## src/rtl/spatz_elem_seq_if.sv

```systemverilog
// rtl/spatz_elem_seq_if.sv - request, beat and completion bundle of the element sequencer
interface spatz_elem_seq_if #(
    parameter int unsigned NrLanes = 4,
    parameter int unsigned VLEN    = 512,
    parameter int unsigned IdWidth = 3
);
    localparam int unsigned BeatBytes = 4 * NrLanes;
    localparam int unsigned VlWidth   = $clog2(VLEN + 1);

    logic                 req_valid_i;
    logic                 req_ready_o;
    logic [IdWidth-1:0]   req_id_i;
    logic [VlWidth-1:0]   req_vl_i;
    logic [VlWidth-1:0]   req_vstart_i;
    logic [1:0]           req_vsew_i;
    logic [4:0]           req_vd_i;

    logic                 beat_valid_o;
    logic                 beat_ready_i;
    logic [IdWidth-1:0]   beat_id_o;
    logic [4:0]           beat_vd_o;
    logic [VlWidth-1:0]   beat_elem_idx_o;
    logic [BeatBytes-1:0] beat_be_o;
    logic                 beat_first_o;
    logic                 beat_last_o;

    logic                 done_o;
    logic [IdWidth-1:0]   done_id_o;
    logic                 err_o;

    modport slave (
        input  req_valid_i, req_id_i, req_vl_i, req_vstart_i, req_vsew_i, req_vd_i,
        input  beat_ready_i,
        output req_ready_o,
        output beat_valid_o, beat_id_o, beat_vd_o, beat_elem_idx_o, beat_be_o,
        output beat_first_o, beat_last_o,
        output done_o, done_id_o, err_o
    );

    modport master (
        output req_valid_i, req_id_i, req_vl_i, req_vstart_i, req_vsew_i, req_vd_i,
        output beat_ready_i,
        input  req_ready_o,
        input  beat_valid_o, beat_id_o, beat_vd_o, beat_elem_idx_o, beat_be_o,
        input  beat_first_o, beat_last_o,
        input  done_o, done_id_o, err_o
    );
endinterface

```

## src/rtl/spatz_elem_seq.sv

```systemverilog
// rtl/spatz_elem_seq.sv - splits [vstart, vl) of one vector op into lane-wide byte-enabled beats
module spatz_elem_seq #(
    parameter int unsigned NrLanes = 4,
    parameter int unsigned VLEN    = 512,
    parameter int unsigned IdWidth = 3
) (
    input  logic             clk_i,
    input  logic             rst_i,
    spatz_elem_seq_if.slave  bus
);
    localparam int unsigned BeatBytes = 4 * NrLanes;
    localparam int unsigned VlWidth   = $clog2(VLEN + 1);
    // One extra bit so idx + EPB past vl=VLEN never wraps.
    localparam int unsigned IW        = VlWidth + 1;

    typedef enum logic [1:0] {IDLE, RUN, DONE} state_e;
    typedef logic [IW-1:0] idx_t;

    state_e               state_q;
    logic [IdWidth-1:0]   id_q;
    logic [4:0]           vd_q;
    idx_t                 vl_q;
    idx_t                 vstart_q;
    logic [1:0]           vsew_q;
    idx_t                 idx_q;
    logic                 beat_valid_q;
    logic [BeatBytes-1:0] be_q;
    logic                 first_q;
    logic                 last_q;
    logic                 done_q;
    logic                 err_q;
    logic [IdWidth-1:0]   done_id_q;

    function automatic logic [BeatBytes-1:0] beat_mask(
        input idx_t       idx,
        input idx_t       vstart,
        input idx_t       vl,
        input logic [1:0] vsew
    );
        logic [BeatBytes-1:0] m;
        idx_t                 e;
        m = '0;
        for (int b = 0; b < BeatBytes; b++) begin
            e    = idx + idx_t'(b >> vsew);
            m[b] = (e >= vstart) && (e < vl);
        end
        return m;
    endfunction

    idx_t req_vl;
    idx_t req_vstart;
    idx_t req_epb;
    idx_t req_first_idx;
    logic req_illegal;
    logic req_empty;
    idx_t cur_epb;
    idx_t next_idx;

    always_comb begin
        req_vl        = idx_t'(bus.req_vl_i);
        req_vstart    = idx_t'(bus.req_vstart_i);
        req_epb       = idx_t'(BeatBytes) >> bus.req_vsew_i;
        // EPB is a power of two, so masking rounds vstart down to a beat boundary.
        req_first_idx = req_vstart & ~(req_epb - idx_t'(1));
        req_illegal   = (bus.req_vsew_i == 2'd3);
        req_empty     = (req_vstart >= req_vl);
        cur_epb       = idx_t'(BeatBytes) >> vsew_q;
        next_idx      = idx_q + cur_epb;
    end

    always_ff @(posedge clk_i) begin
        if (rst_i) begin
            state_q      <= IDLE;
            id_q         <= '0;
            vd_q         <= '0;
            vl_q         <= '0;
            vstart_q     <= '0;
            vsew_q       <= '0;
            idx_q        <= '0;
            beat_valid_q <= 1'b0;
            be_q         <= '0;
            first_q      <= 1'b0;
            last_q       <= 1'b0;
            done_q       <= 1'b0;
            err_q        <= 1'b0;
            done_id_q    <= '0;
        end else begin
            case (state_q)
                IDLE: begin
                    if (bus.req_valid_i) begin
                        id_q     <= bus.req_id_i;
                        vd_q     <= bus.req_vd_i;
                        vl_q     <= req_vl;
                        vstart_q <= req_vstart;
                        vsew_q   <= bus.req_vsew_i;
                        if (req_illegal || req_empty) begin
                            state_q   <= DONE;
                            done_q    <= 1'b1;
                            err_q     <= req_illegal;
                            done_id_q <= bus.req_id_i;
                        end else begin
                            state_q      <= RUN;
                            beat_valid_q <= 1'b1;
                            idx_q        <= req_first_idx;
                            be_q         <= beat_mask(req_first_idx, req_vstart, req_vl,
                                                      bus.req_vsew_i);
                            first_q      <= 1'b1;
                            last_q       <= (req_first_idx + req_epb) >= req_vl;
                        end
                    end
                end
                RUN: begin
                    if (bus.beat_ready_i) begin
                        if (last_q) begin
                            state_q      <= DONE;
                            beat_valid_q <= 1'b0;
                            idx_q        <= '0;
                            be_q         <= '0;
                            first_q      <= 1'b0;
                            last_q       <= 1'b0;
                            done_q       <= 1'b1;
                            err_q        <= 1'b0;
                            done_id_q    <= id_q;
                        end else begin
                            idx_q   <= next_idx;
                            be_q    <= beat_mask(next_idx, vstart_q, vl_q, vsew_q);
                            first_q <= 1'b0;
                            last_q  <= (next_idx + cur_epb) >= vl_q;
                        end
                    end
                end
                DONE: begin
                    state_q   <= IDLE;
                    done_q    <= 1'b0;
                    err_q     <= 1'b0;
                    done_id_q <= '0;
                end
                default: state_q <= IDLE;
            endcase
        end
    end

    assign bus.req_ready_o     = (state_q == IDLE);
    assign bus.beat_valid_o    = beat_valid_q;
    assign bus.beat_id_o       = id_q;
    assign bus.beat_vd_o       = vd_q;
    assign bus.beat_elem_idx_o = idx_q[VlWidth-1:0];
    assign bus.beat_be_o       = be_q;
    assign bus.beat_first_o    = first_q;
    assign bus.beat_last_o     = last_q;
    assign bus.done_o          = done_q;
    assign bus.done_id_o       = done_id_q;
    assign bus.err_o           = err_q;
endmodule

```

## src/flat_wrapper.sv

```systemverilog
// flat-port wrapper written by rule: the top's interface ports become plain ports
module spatz_elem_seq_flat 
#(
    parameter int unsigned NrLanes = 4,
    parameter int unsigned VLEN    = 512,
    parameter int unsigned IdWidth = 3
)
  (clk_i, rst_i, bus_req_valid_i, bus_req_id_i, bus_req_vl_i, bus_req_vstart_i, bus_req_vsew_i, bus_req_vd_i, bus_beat_ready_i, bus_req_ready_o, bus_beat_valid_o, bus_beat_id_o, bus_beat_vd_o, bus_beat_elem_idx_o, bus_beat_be_o, bus_beat_first_o, bus_beat_last_o, bus_done_o, bus_done_id_o, bus_err_o);
  spatz_elem_seq_if #(.NrLanes(NrLanes), .VLEN(VLEN), .IdWidth(IdWidth)) bus_i ();
  input  logic clk_i;
  input  logic rst_i;
  input wire logic [$bits(bus_i.req_valid_i)-1:0] bus_req_valid_i;
  input wire logic [$bits(bus_i.req_id_i)-1:0] bus_req_id_i;
  input wire logic [$bits(bus_i.req_vl_i)-1:0] bus_req_vl_i;
  input wire logic [$bits(bus_i.req_vstart_i)-1:0] bus_req_vstart_i;
  input wire logic [$bits(bus_i.req_vsew_i)-1:0] bus_req_vsew_i;
  input wire logic [$bits(bus_i.req_vd_i)-1:0] bus_req_vd_i;
  input wire logic [$bits(bus_i.beat_ready_i)-1:0] bus_beat_ready_i;
  output wire logic [$bits(bus_i.req_ready_o)-1:0] bus_req_ready_o;
  output wire logic [$bits(bus_i.beat_valid_o)-1:0] bus_beat_valid_o;
  output wire logic [$bits(bus_i.beat_id_o)-1:0] bus_beat_id_o;
  output wire logic [$bits(bus_i.beat_vd_o)-1:0] bus_beat_vd_o;
  output wire logic [$bits(bus_i.beat_elem_idx_o)-1:0] bus_beat_elem_idx_o;
  output wire logic [$bits(bus_i.beat_be_o)-1:0] bus_beat_be_o;
  output wire logic [$bits(bus_i.beat_first_o)-1:0] bus_beat_first_o;
  output wire logic [$bits(bus_i.beat_last_o)-1:0] bus_beat_last_o;
  output wire logic [$bits(bus_i.done_o)-1:0] bus_done_o;
  output wire logic [$bits(bus_i.done_id_o)-1:0] bus_done_id_o;
  output wire logic [$bits(bus_i.err_o)-1:0] bus_err_o;
  assign bus_i.req_valid_i = bus_req_valid_i;
  assign bus_i.req_id_i = bus_req_id_i;
  assign bus_i.req_vl_i = bus_req_vl_i;
  assign bus_i.req_vstart_i = bus_req_vstart_i;
  assign bus_i.req_vsew_i = bus_req_vsew_i;
  assign bus_i.req_vd_i = bus_req_vd_i;
  assign bus_i.beat_ready_i = bus_beat_ready_i;
  assign bus_req_ready_o = bus_i.req_ready_o;
  assign bus_beat_valid_o = bus_i.beat_valid_o;
  assign bus_beat_id_o = bus_i.beat_id_o;
  assign bus_beat_vd_o = bus_i.beat_vd_o;
  assign bus_beat_elem_idx_o = bus_i.beat_elem_idx_o;
  assign bus_beat_be_o = bus_i.beat_be_o;
  assign bus_beat_first_o = bus_i.beat_first_o;
  assign bus_beat_last_o = bus_i.beat_last_o;
  assign bus_done_o = bus_i.done_o;
  assign bus_done_id_o = bus_i.done_id_o;
  assign bus_err_o = bus_i.err_o;
  spatz_elem_seq #(.NrLanes(NrLanes), .VLEN(VLEN), .IdWidth(IdWidth)) u_core (.clk_i(clk_i), .rst_i(rst_i), .bus(bus_i));
endmodule
```

## config.mk

```make
export PLATFORM = sky130hd
export DESIGN_NAME = spatz_elem_seq_flat
export DESIGN_NICKNAME = d
export VERILOG_FILES = /design/src/rtl/spatz_elem_seq_if.sv /design/src/rtl/spatz_elem_seq.sv /design/src/flat_wrapper.sv
export SDC_FILE = /design/constraint.sdc
export NUM_CORES = 1
export LEC_CHECK = 0
export CAP_MARGIN = 20
export CORE_ASPECT_RATIO = 0.6
export CORE_MARGIN = 3
export CORE_UTILIZATION = 47
export CTS_CLUSTER_SIZE = 20
export DETAILED_ROUTE_END_ITERATION = 10
export GPL_TIMING_DRIVEN = 0
export PLACE_DENSITY = 0.62
export SYNTH_ARGS = -nofsm -noshare
export SYNTH_HDL_FRONTEND = slang
export SYNTH_SLANG_ARGS = --single-unit
```

## constraint.sdc

```tcl
create_clock -name clk_i -period 7.11 [get_ports clk_i]
set_input_delay 0.711 -clock clk_i [delete_from_list [all_inputs] [get_ports clk_i]]
set_output_delay 0.711 -clock clk_i [all_outputs]
set_load 0.05 [all_outputs]
```

# Word-level counts from Yosys, hierarchy flattened
# Cells that the tools add are included.
op_classes:
  muxes: 40
  n_eq_ne: 8
  shifts: 34
  order_cmp: 67
  n_reduce_logical: 41
  addsub: 36
  bitwise_logic: 2
op_table:
  columns: ["cell", "count"]
  rows:
  - ["11-bit adder", 35]
  - ["11-bit by 10-bit greater-or-equal comparator with 1-bit output", 34]
  - ["11-bit by 10-bit less-than comparator with 1-bit output", 32]
  - ["4-bit by 2-bit >> shifter with 11-bit output, first input constant", 16]
  - ["3-bit by 2-bit >> shifter with 11-bit output, first input constant", 8]
  - ["16-bit two-way mux", 4]
  - ["11-bit two-way mux", 4]
  - ["1-bit by 2-bit >> shifter with 11-bit output, first input constant", 4]
  - ["2-bit by 2-bit >> shifter with 11-bit output, first input constant", 4]
  - ["1-bit logical AND", 32]
  - ["16-bit one-hot mux with 2 select lines", 1]
  - ["11-bit one-hot mux with 2 select lines", 1]
  - ["5-bit by 2-bit >> shifter with 11-bit output, first input constant", 2]
  - ["1-bit two-way mux", 15]
  - ["3-bit two-way mux", 4]
  - ["10-bit by 11-bit bitwise AND with 11-bit output", 1]
  - ["11-bit inverter", 1]
  - ["11-bit by 1-bit subtractor with 11-bit output, second input constant", 1]
  - ["10-bit greater-or-equal comparator", 1]
  - ["5-bit AND reduction", 2]
  - ["3-bit one-hot mux with 3 select lines", 1]
  - ["2-bit two-way mux", 4]
  - ["2-bit != test, second input constant", 3]
  - ["1-bit one-hot mux with 2 select lines", 3]
  - ["other kinds (12)", 15]
word_totals:
  register_bits: 67
  word_cells: 242
  input_bits: 34
  out_inout_bits: 43

# Longest topological paths before layout
# Gate-level depths: netlist of the first run.
depth:
  depth_word: 10
  ltp_mapped: 25
  depth_no_buf: 22

# Worst setup path before layout of the first run
# No wires, ideal clock.
synth_path:
  path_type: "register -> register"
  from: "register u_core.vsew_q[0]"
  to: "register u_core.be_q[11] (netlist: u_core.bus.beat_be_o[11])"
  path_buffers: 5
  path_slack_ps: 1887
  stages_incl_launch_ff: 25
  arrival_time_ps: 5164
  t_required_ps: 7051
  period_less_slack_ps: 5223
  setup_ps: 59
  cell_sequence: "dfxtp_1 inv_1 ha_1 buf_6 xor2_1 ha_1 a21oi_2 xnor2_2 inv_2 buf_2 ha_1 clkbuf_1 buf_1 a21o_1 clkbuf_1 nand2_1 xnor2_1 ha_1 o211ai_1 nor3_1 a211oi_1 a2111oi_0 o21ai_0 a21oi_1 o221a_2"
synth_between:
  elab_chain_cells: 8
  elab_cells_between_ends: 10
  classes_between: "2 x add/sub; 2 x order compare; 2 x shift; 3 x mux; 1 x reduce/logical"
synth_lines:
  columns: ["element", "line_no", "source"]
  rows:
  - ["start, declared", "spatz_elem_seq.sv:24", "logic [1:0] vsew_q;"]
  - ["start signal, assigned", "spatz_elem_seq.sv:95", "vsew_q <= bus.req_vsew_i;"]
  - ["5-bit by 2-bit >> shifter with 11-bit output", "spatz_elem_seq.sv:67", "cur_epb = idx_t'(BeatBytes) >> vsew_q;"]
  - ["11-bit adder", "spatz_elem_seq.sv:68", "next_idx = idx_q + cur_epb;"]
  - ["11-bit adder (*)", "spatz_elem_seq.sv:44", "e = idx + idx_t'(b >> vsew);"]
  - ["11-bit by 10-bit greater-or-equal comparator with 1-bit output / 11-bit by 10-bit less-than comparator with 1-bit output (equally long branches)", "spatz_elem_seq.sv:45", "m[b] = (e >= vstart) && (e < vl);"]
  - ["1-bit logical AND (*)", "spatz_elem_seq.sv:45", null]
  - ["16-bit two-way mux (*)", "spatz_elem_seq.sv:114", "if (last_q) begin"]
  - ["16-bit two-way mux (*)", "spatz_elem_seq.sv:113", "if (bus.beat_ready_i) begin"]
  - ["16-bit one-hot mux with 2 select lines (*)", "spatz_elem_seq.sv:88", "case (state_q)"]
  - ["end signal, assigned", "spatz_elem_seq.sv:105", "be_q <= beat_mask(req_first_idx, req_vstart, req_vl,"]
  - ["end signal, assigned", "spatz_elem_seq.sv:126", "be_q <= beat_mask(next_idx, vstart_q, vl_q, vsew_q);"]
  - ["end, declared", "spatz_elem_seq.sv:27", "logic [BeatBytes-1:0] be_q;"]
# Every way passes the cells marked *; elsewhere a longest branch is shown, timed or not. The select of a mux whose other input is x is not followed.
# A chain may end at the register's enable or synchronous reset.

# Worst setup path after layout of the first run
layout_path:
  from: "register u_core.vsew_q[0]"
  to: "register u_core.be_q[4] (netlist: u_core.bus.beat_be_o[4])"
# Same word-level chain as after synthesis.

==> results of run 1 <==
## per-layer routing
metal | global-route usage (%) | part of all wire, % | vias to the layer above
met3 | 12.7 | 14 | 128
met1 | 53.1 | 47 | 8637
met4 | 9.98 | 2.4 | 0
met5 | 0 | 0 | -
met2 | 48.2 | 37 | 1112
li1 | - | - | 8440
## area by class of cell
class                      instances  area (µm²)  share of cell area, %
sequential                        66        1320                   6.70
tap                              504         631                   3.19
timing repair buffer              93        1130                   5.74
inverter                         113         433                   2.19
clock inverter                     7         103                  0.519
clock buffer                       9         225                   1.14
multi-input combinational       1962       15500                   78.4
buffer                            86         419                   2.12
## power breakdown
group	switching (mW)	total, mW	internal [mW]
combinational	2.40	3.91	1.51
sequential	0.0851	0.528	0.443
clock	0.194	0.505	0.311
total	2.67	4.94	2.27
## cell usage in the layout (no fill, tap or decap), types with 28 or more instances in the layout
master,synthesis,final
o21a_1,29,29
xor2_1,28,28
xnor2_1,136,136
a21o_1,80,80
dfxtp_1,66,64
nand2b_1,37,37
clkbuf_1,53,52
nor2b_1,29,29
nand2_1,193,193
ha_1,533,533
a211oi_1,38,38
nand3_1,62,62
nor3_1,38,38
clkdlybuf4s50_1,0,74
a31oi_1,28,28
inv_1,105,104
o21ai_0,128,127
a21oi_1,210,210
nor2_1,122,122
## cell usage after synthesis, types with 11 or more instances
cell type  number
o2111ai_1      14
buf_2          12
o211ai_1       23
nor3_1         38
a21oi_1       210
nand3_1        62
o21ai_0       128
clkbuf_1       53
nand4_1        23
nor2_1        122
dfxtp_1        66
a2111oi_0      23
ha_1          533
a21boi_0       11
a21o_1         80
xor2_1         28
a211o_1        11
nor2b_1        29
xnor2_1       136
buf_4          11
nand2_1       193
a31oi_1        28
nand2b_1       37
inv_1         105
a211oi_1       38
o21a_1         29
## state kept, by name (all words and copies together), names as in the netlist
signal,cells
u_core.bus.beat_first_o,1
u_core.bus.beat_valid_o,1
u_core.bus.beat_vd_o,5
u_core.bus.beat_last_o,1
u_core.bus.beat_id_o,3
u_core.state_q,2
u_core.vsew_q,2
u_core.bus.err_o,1
u_core.bus.beat_be_o,16
u_core.bus.done_o,1
u_core.idx_q,10
u_core.bus.done_id_o,3
u_core.vstart_q,10
u_core.vl_q,10
## cell families after synthesis
kind of cell    Yosys count
fa+ha+maj               541
mux                      10
flops                    66
xor+xnor                167
compound gates          679
simple gates            554
other cells               2
buf+inv                 200
## repair_timing
item / in CTS / in global routing
cloned: 0 / 0
resized for setup: 2 / 5
setup endpoints to repair: 3 / 5
buffers inserted: 0 / 3
## worst reg2reg max path, stage by stage (launching register included)
cell and delay, ps:
dfxtp_2 590, inv_1 360, ha_1 520, ha_1 380, buf_2 200, inv_1 150
a2111oi_4 390, o21ai_2 130, xor2_2 240, inv_4 260, o21ai_0 350, nor2_4 460
buf_2 430, nand2_1 120, xnor2_1 310, ha_1 320, a2111oi_0 710, o211ai_1 190
nand3_1 220, nand2_1 80, a211oi_1 200, a311oi_1 130, a21oi_1 210
## worst paths after layout
path,startpoint,end,slack (ps),cells after the start
max,u_core.vsew_q[0]$_SDFFE_PP0P_,u_core.bus.beat_be_o[4]$_SDFFE_PP0P_,100,22
min,u_core.vl_q[3]$_SDFFE_PP0P_,u_core.vl_q[3]$_SDFFE_PP0P_,450,2
max reg2reg,u_core.vsew_q[0]$_SDFFE_PP0P_,u_core.bus.beat_be_o[4]$_SDFFE_PP0P_,100,22
min reg2reg,u_core.vl_q[3]$_SDFFE_PP0P_,u_core.vl_q[3]$_SDFFE_PP0P_,450,2
==> metrics.csv, run 1 <==
stage,metric,value,unit
status,status,finished clean,
cells_and_area,diodes,0,
setup_path,path_max_fanout,10,
clock_network,numCtsBuffers,9,
setup_path,crit_family,compound AO/OA/AOI/OAI gates,
power,power,4.94,mW
sta,holdWs,455,ps
clock_network,hold_buffers,0,
global_route,track_usage,36.0,%
yosys,yosys.area_share.adder,38.8,%
cells_and_area,fillers,3507,
place,post-place-ws,-122,ps
route,drt_iter0_markers,2364,
route,drc,0,
place,numPortBuffers,74,
yosys,synth_area_leader_cell,ha_1,
floorplanning,dieArea,39900,µm²
yosys,synth_top_family_by_area,adder cells,
sta,fin_setup_tns,0,ps
setup_path,startpoint_type,register,
clock_network,clock_latency,360,ps
route,drt_wl_total,73500,µm
cells_and_area,fin_area,19800,µm²
yosys,synth-edff-count,0,
sta,slew_viol_final,0,
route,ant_nets,0,
yosys,synth.top_cell.area_share,37.9,%
place,dp_cells,2812,
yosys,netlist_instances,2219,
setup_path,crit_slowest_cell,a2111oi_0,
yosys,yosys_warnings,0,
job,cap_viol_max_count,0,
setup_path,end_kind,register,
cells_and_area,area_growth,12.1,%
power,leakagePower,8.89,nW
sta,fin_crit_sh,98.5,%
route,wl_per_cell,25.9,µm
hold_path,hold_class,reg -> reg,
setup_path,arrival,7280,ps
yosys,syn_area,17600,µm²
setup_path,crit_type,reg -> reg,
sta,setup_viol,0,
floorplanning,die_h,156,µm
clock_network,tritoncts,built,
route,vias,18317,
clock_network,h-tree-depth,3,
floorplanning,rows,54,
cells_and_area,finalNonFillerCells,2840,
clock_network,cts.clk_slew.worst_paths,60,ps
yosys,seq_area_frac_synth,7.50,%
global_route,grt_overflow,0,
cells_and_area,finalNetCount,2906,
global_route,grt_pass1_vias,17126,
yosys,synth_compound_area_share,25.1,%
route,firstDrtPassIters,6,
global_route,grt_antenna_before_repair,0,
sta,setup_slack,105,ps
setup_path,required,7390,ps
place,gp_congestion,1.01,
yosys,synth_seq_cells,66,
yosys,synthSimpleGateAreaFrac,14.7,%
clock_network,cts_root_buf,clkbuf_16,
sta,fmax,143,MHz
sta,grt_setup_unrepaired,no,
place,hpwl,56600,µm
sta,hold_viol,0,
yosys,synth_mux_area_share,0.618,%
yosys,syn_avg_cell_area,7.94,µm²
clock_network,ctsLongestPathBuffers,2,
setup_path,path_buf_inv,5,
sta,fin_skew,9.39,ps
yosys,synth_flop_cell,dfxtp_1,
yosys,synth-async-reset-ratio,0,%
place,placed_area,19200,µm²
global_route,grt_max_degree,18,
floorplanning,num_io_pins,77,
power,powerDensity,250,nW/µm²
yosys,ys_types,84,
setup_path,critPathMostFrequentCell,ha_1,
setup_path,max_stage_delay,710,ps
global_route,grt_pass1_wl,108000,µm
floorplanning,initial_core_util,48.1,%
sta,fin_crit,7010,ps
yosys,synth_xor_area_share,8.49,%
floorplanning,coreArea,36600,µm²
clock_network,cts.sinks,66,
cells_and_area,final_util,53.9,%
setup_path,cp_cell_sequence,inv_1 -> ha_1 -> ha_1 -> buf_2 -> inv_1 -> a2111oi_4 -> o21ai_2 -> xor2_2 -> inv_4 -> o21ai_0 -> nor2_4 -> buf_2 -> nand2_1 -> xnor2_1 -> ha_1 -> a2111oi_0 -> o211ai_1 -> nand3_1 -> nand2_1 -> a211oi_1 -> a311oi_1 -> a21oi_1,
power,ir_worst_vdd,0.157,mV
floorplanning,die_x,256,µm
sta,tightestPinTransition,1280,ps
cells_and_area,drive_gt1_share,4.41,%
yosys,synthTopCellsByArea,"ha_1 38%, dfxtp_1 7.5%, xnor2_1 6.8%",
route,via_per_inst,6.45,
sta,relSlewSlack,14.8,%
Note: power is estimated with default switching activity, not from simulation.
==> run 2, diff against run 1 <==
PLACE_DENSITY = 0.63   (was 0.62)
==> metrics.csv, run 2 (synthesis gave the netlist of run 1 again) <==
stage,metric,value,unit
status,status,finished clean,
clock_network,cts_root_buf,clkbuf_16,
cells_and_area,final_cell_mix,"533 x ha_1, 210 x a21oi_1, 193 x nand2_1",
setup_path,startpoint_type,register,
sta,fin_skew,9.39,ps
power,powerDensity,251,nW/µm²
route,drt_wl_total,74800,µm
setup_path,arrival,7260,ps
sta,relSlewSlack,19.6,%
clock_network,h-tree-depth,3,
floorplanning,initial_core_util,48.1,%
place,gp_congestion,1.04,
clock_network,numCtsBuffers,9,
setup_path,required,7390,ps
clock_network,cts.clk_slew.worst_paths,60,ps
global_route,grt_pass1_vias,17227,
place,hpwl,58000,µm
cells_and_area,fillers,3526,
route,drt_iter0_markers,2377,
floorplanning,die_x,256,µm
cells_and_area,ff_latch_area,1320,µm²
global_route,grt_pass1_wl,110000,µm
setup_path,crit_end,u_core.bus.beat_be_o[10]$_SDFFE_PP0P_,
route,via_per_inst,6.41,
place,post-place-ws,-186,ps
power,leakagePower,8.89,nW
global_route,grt_antenna_before_repair,1,
floorplanning,rows,54,
clock_network,clock_latency,350,ps
cells_and_area,final_util,53.9,%
sta,setup_viol,0,
cells_and_area,multi_input_area,15500,µm²
sta,grt_setup_unrepaired,no,
setup_path,end_kind,register,
floorplanning,num_io_pins,77,
clock_network,cts.sinks,66,
route,firstDrtPassIters,6,
place,dp_cells,2818,
hold_path,hold_class,reg -> reg,
cells_and_area,area_growth,12.1,%
setup_path,cp-startpoint,u_core.vsew_q[0]$_SDFFE_PP0P_,
place,numPortBuffers,74,
sta,fin_crit_sh,98.1,%
global_route,grt_overflow,0,
power,power,4.96,mW
setup_path,crit_type,reg -> reg,
setup_path,reg2reg_to,u_core.bus.beat_be_o[10]$_SDFFE_PP0P_,
job,cap_viol_max_count,0,
global_route,grt_max_degree,19,
floorplanning,die_h,156,µm
floorplanning,coreArea,36600,µm²
route,vias,18194,
floorplanning,dieArea,39900,µm²
clock_network,ctsLongestPathBuffers,2,
setup_path,r2r_slack,130,ps
sta,fin_crit,6980,ps
setup_path,timing.rr.start,u_core.vsew_q[0]$_SDFFE_PP0P_,
cells_and_area,final_common_cell,ha_1,
sta,slew_viol_final,0,
sta,tightestPinTransition,1200,ps
sta,fmax,143,MHz
global_route,track_usage,36.6,%
cells_and_area,finalNetCount,2905,
cells_and_area,drive_gt1_share,4.33,%
route,wl_per_cell,26.3,µm
cells_and_area,largest_reg_flops,16,
setup_path,rr_worst_depth,23,
clock_network,tritoncts,built,
setup_path,path_max_fanout,12,
clock_network,hold_buffers,0,
sta,hold_viol,0,
route,drc,0,
cells_and_area,finalNonFillerCells,2839,
route,ant_nets,0,
power,ir_worst_vdd,0.134,mV
sta,setup_slack,134,ps
cells_and_area,diodes,0,
==> run 2: cell types whose count changed in the layout (fill, tap and decap cells not counted), moves of 2 or more <==
cell,previous run,this run
buf_4,15,11
buf_8,4,1
clkinv_4,3,0
buf_12,0,2
clkbuf_2,1,3
==> run 2: worst min path at each step <==
| stage | cells past startpoint | endpoint | slack (ps) | from |
|---|---|---|---|---|
| 3_5_place_dp | 2 | u_core.vl_q[6]$_SDFFE_PP0P_ | 450 | u_core.vl_q[6]$_SDFFE_PP0P_ |
| 3_3_place_gp | 2 | u_core.vl_q[7]$_SDFFE_PP0P_ | 440 | u_core.vl_q[7]$_SDFFE_PP0P_ |
| 2_1_floorplan | 2 | u_core.vl_q[1]$_SDFFE_PP0P_ | 440 | u_core.vl_q[1]$_SDFFE_PP0P_ |
| 6_report | 2 | u_core.bus.done_o$_SDFFE_PP0P_ | 460 | u_core.bus.done_o$_SDFFE_PP0P_ |
| 4_1_cts | 2 | u_core.vl_q[6]$_SDFFE_PP0P_ | 450 | u_core.vl_q[6]$_SDFFE_PP0P_ |
| 5_1_grt | 2 | u_core.vl_q[6]$_SDFFE_PP0P_ | 470 | u_core.vl_q[6]$_SDFFE_PP0P_ |
==> run 2: metrics by stage <==
step	area (µm²)	hold slack (ps)	TNS [ps]
3_5_place_dp	19300	446	-291
4_1_cts	19600	454	0
3_3_place_gp	19000	443	-146
5_1_grt	19700	471	0
6_report	19700	455	0
2_1_floorplan	17600	436	0
==> run 2: worst max-delay path, stage by stage (launching register included) <==
cell and delay, ps:
dfxtp_2 530, inv_1 260, ha_1 300, buf_6 160
xor2_1 150, ha_1 240, a21oi_2 390, xnor2_2 320
inv_2 60, buf_2 280, ha_1 330, clkbuf_1 370
clkbuf_2 410, a21o_1 200, clkbuf_1 420, xor2_1 440
ha_1 340, a21oi_1 160, o21ai_0 250, nand3_1 180
a31oi_1 90, nor3_1 450, o21ai_0 300, a31oi_1 210
==> run 2: power breakdown <==
group / switching [mW] / leakage (nW) / internal, mW / total, mW
Combinational: 2.44 / 8.20 / 1.52 / 3.97
Sequential: 0.0838 / 0.543 / 0.443 / 0.527
Clock: 0.186 / 0.145 / 0.281 / 0.467
Total: 2.71 / 8.89 / 2.25 / 4.96
==> run 2: cell type report <==
| type | instances | area share [%] |
|---|---|---|
| multi-input cells | 1962 | 78.4 |
| flip-flops and latches | 66 | 6.70 |
| plain buffers | 87 | 2.15 |
| repair buffers | 91 | 5.82 |
| clock buffers | 10 | 1.21 |
| well taps | 504 | 3.19 |
| clock inverters | 6 | 0.323 |
| inverters | 113 | 2.17 |
==> run 2: routing by layer <==
layer	share of wire (%)	wire, µm	track usage, %
met2	36	26900	48.8
met3	15	10900	13.9
met4	2.3	1720	8.86
met5	0.0094	7	0
met1	47	35300	54.2
==> run 2: repair_timing <==
item / CTS / global route
setup endpoints to repair: 0 / 9
resized for setup: 0 / 8
setup buffers: 0 / 0
==> run 3, diff against run 2 <==
CTS_CLUSTER_DIAMETER = 50   (was not set)
CTS_CLUSTER_SIZE = 10   (was 20)
==> results of run 3 <==
The final DEF is identical to that of run 2; final timing and power are the same.
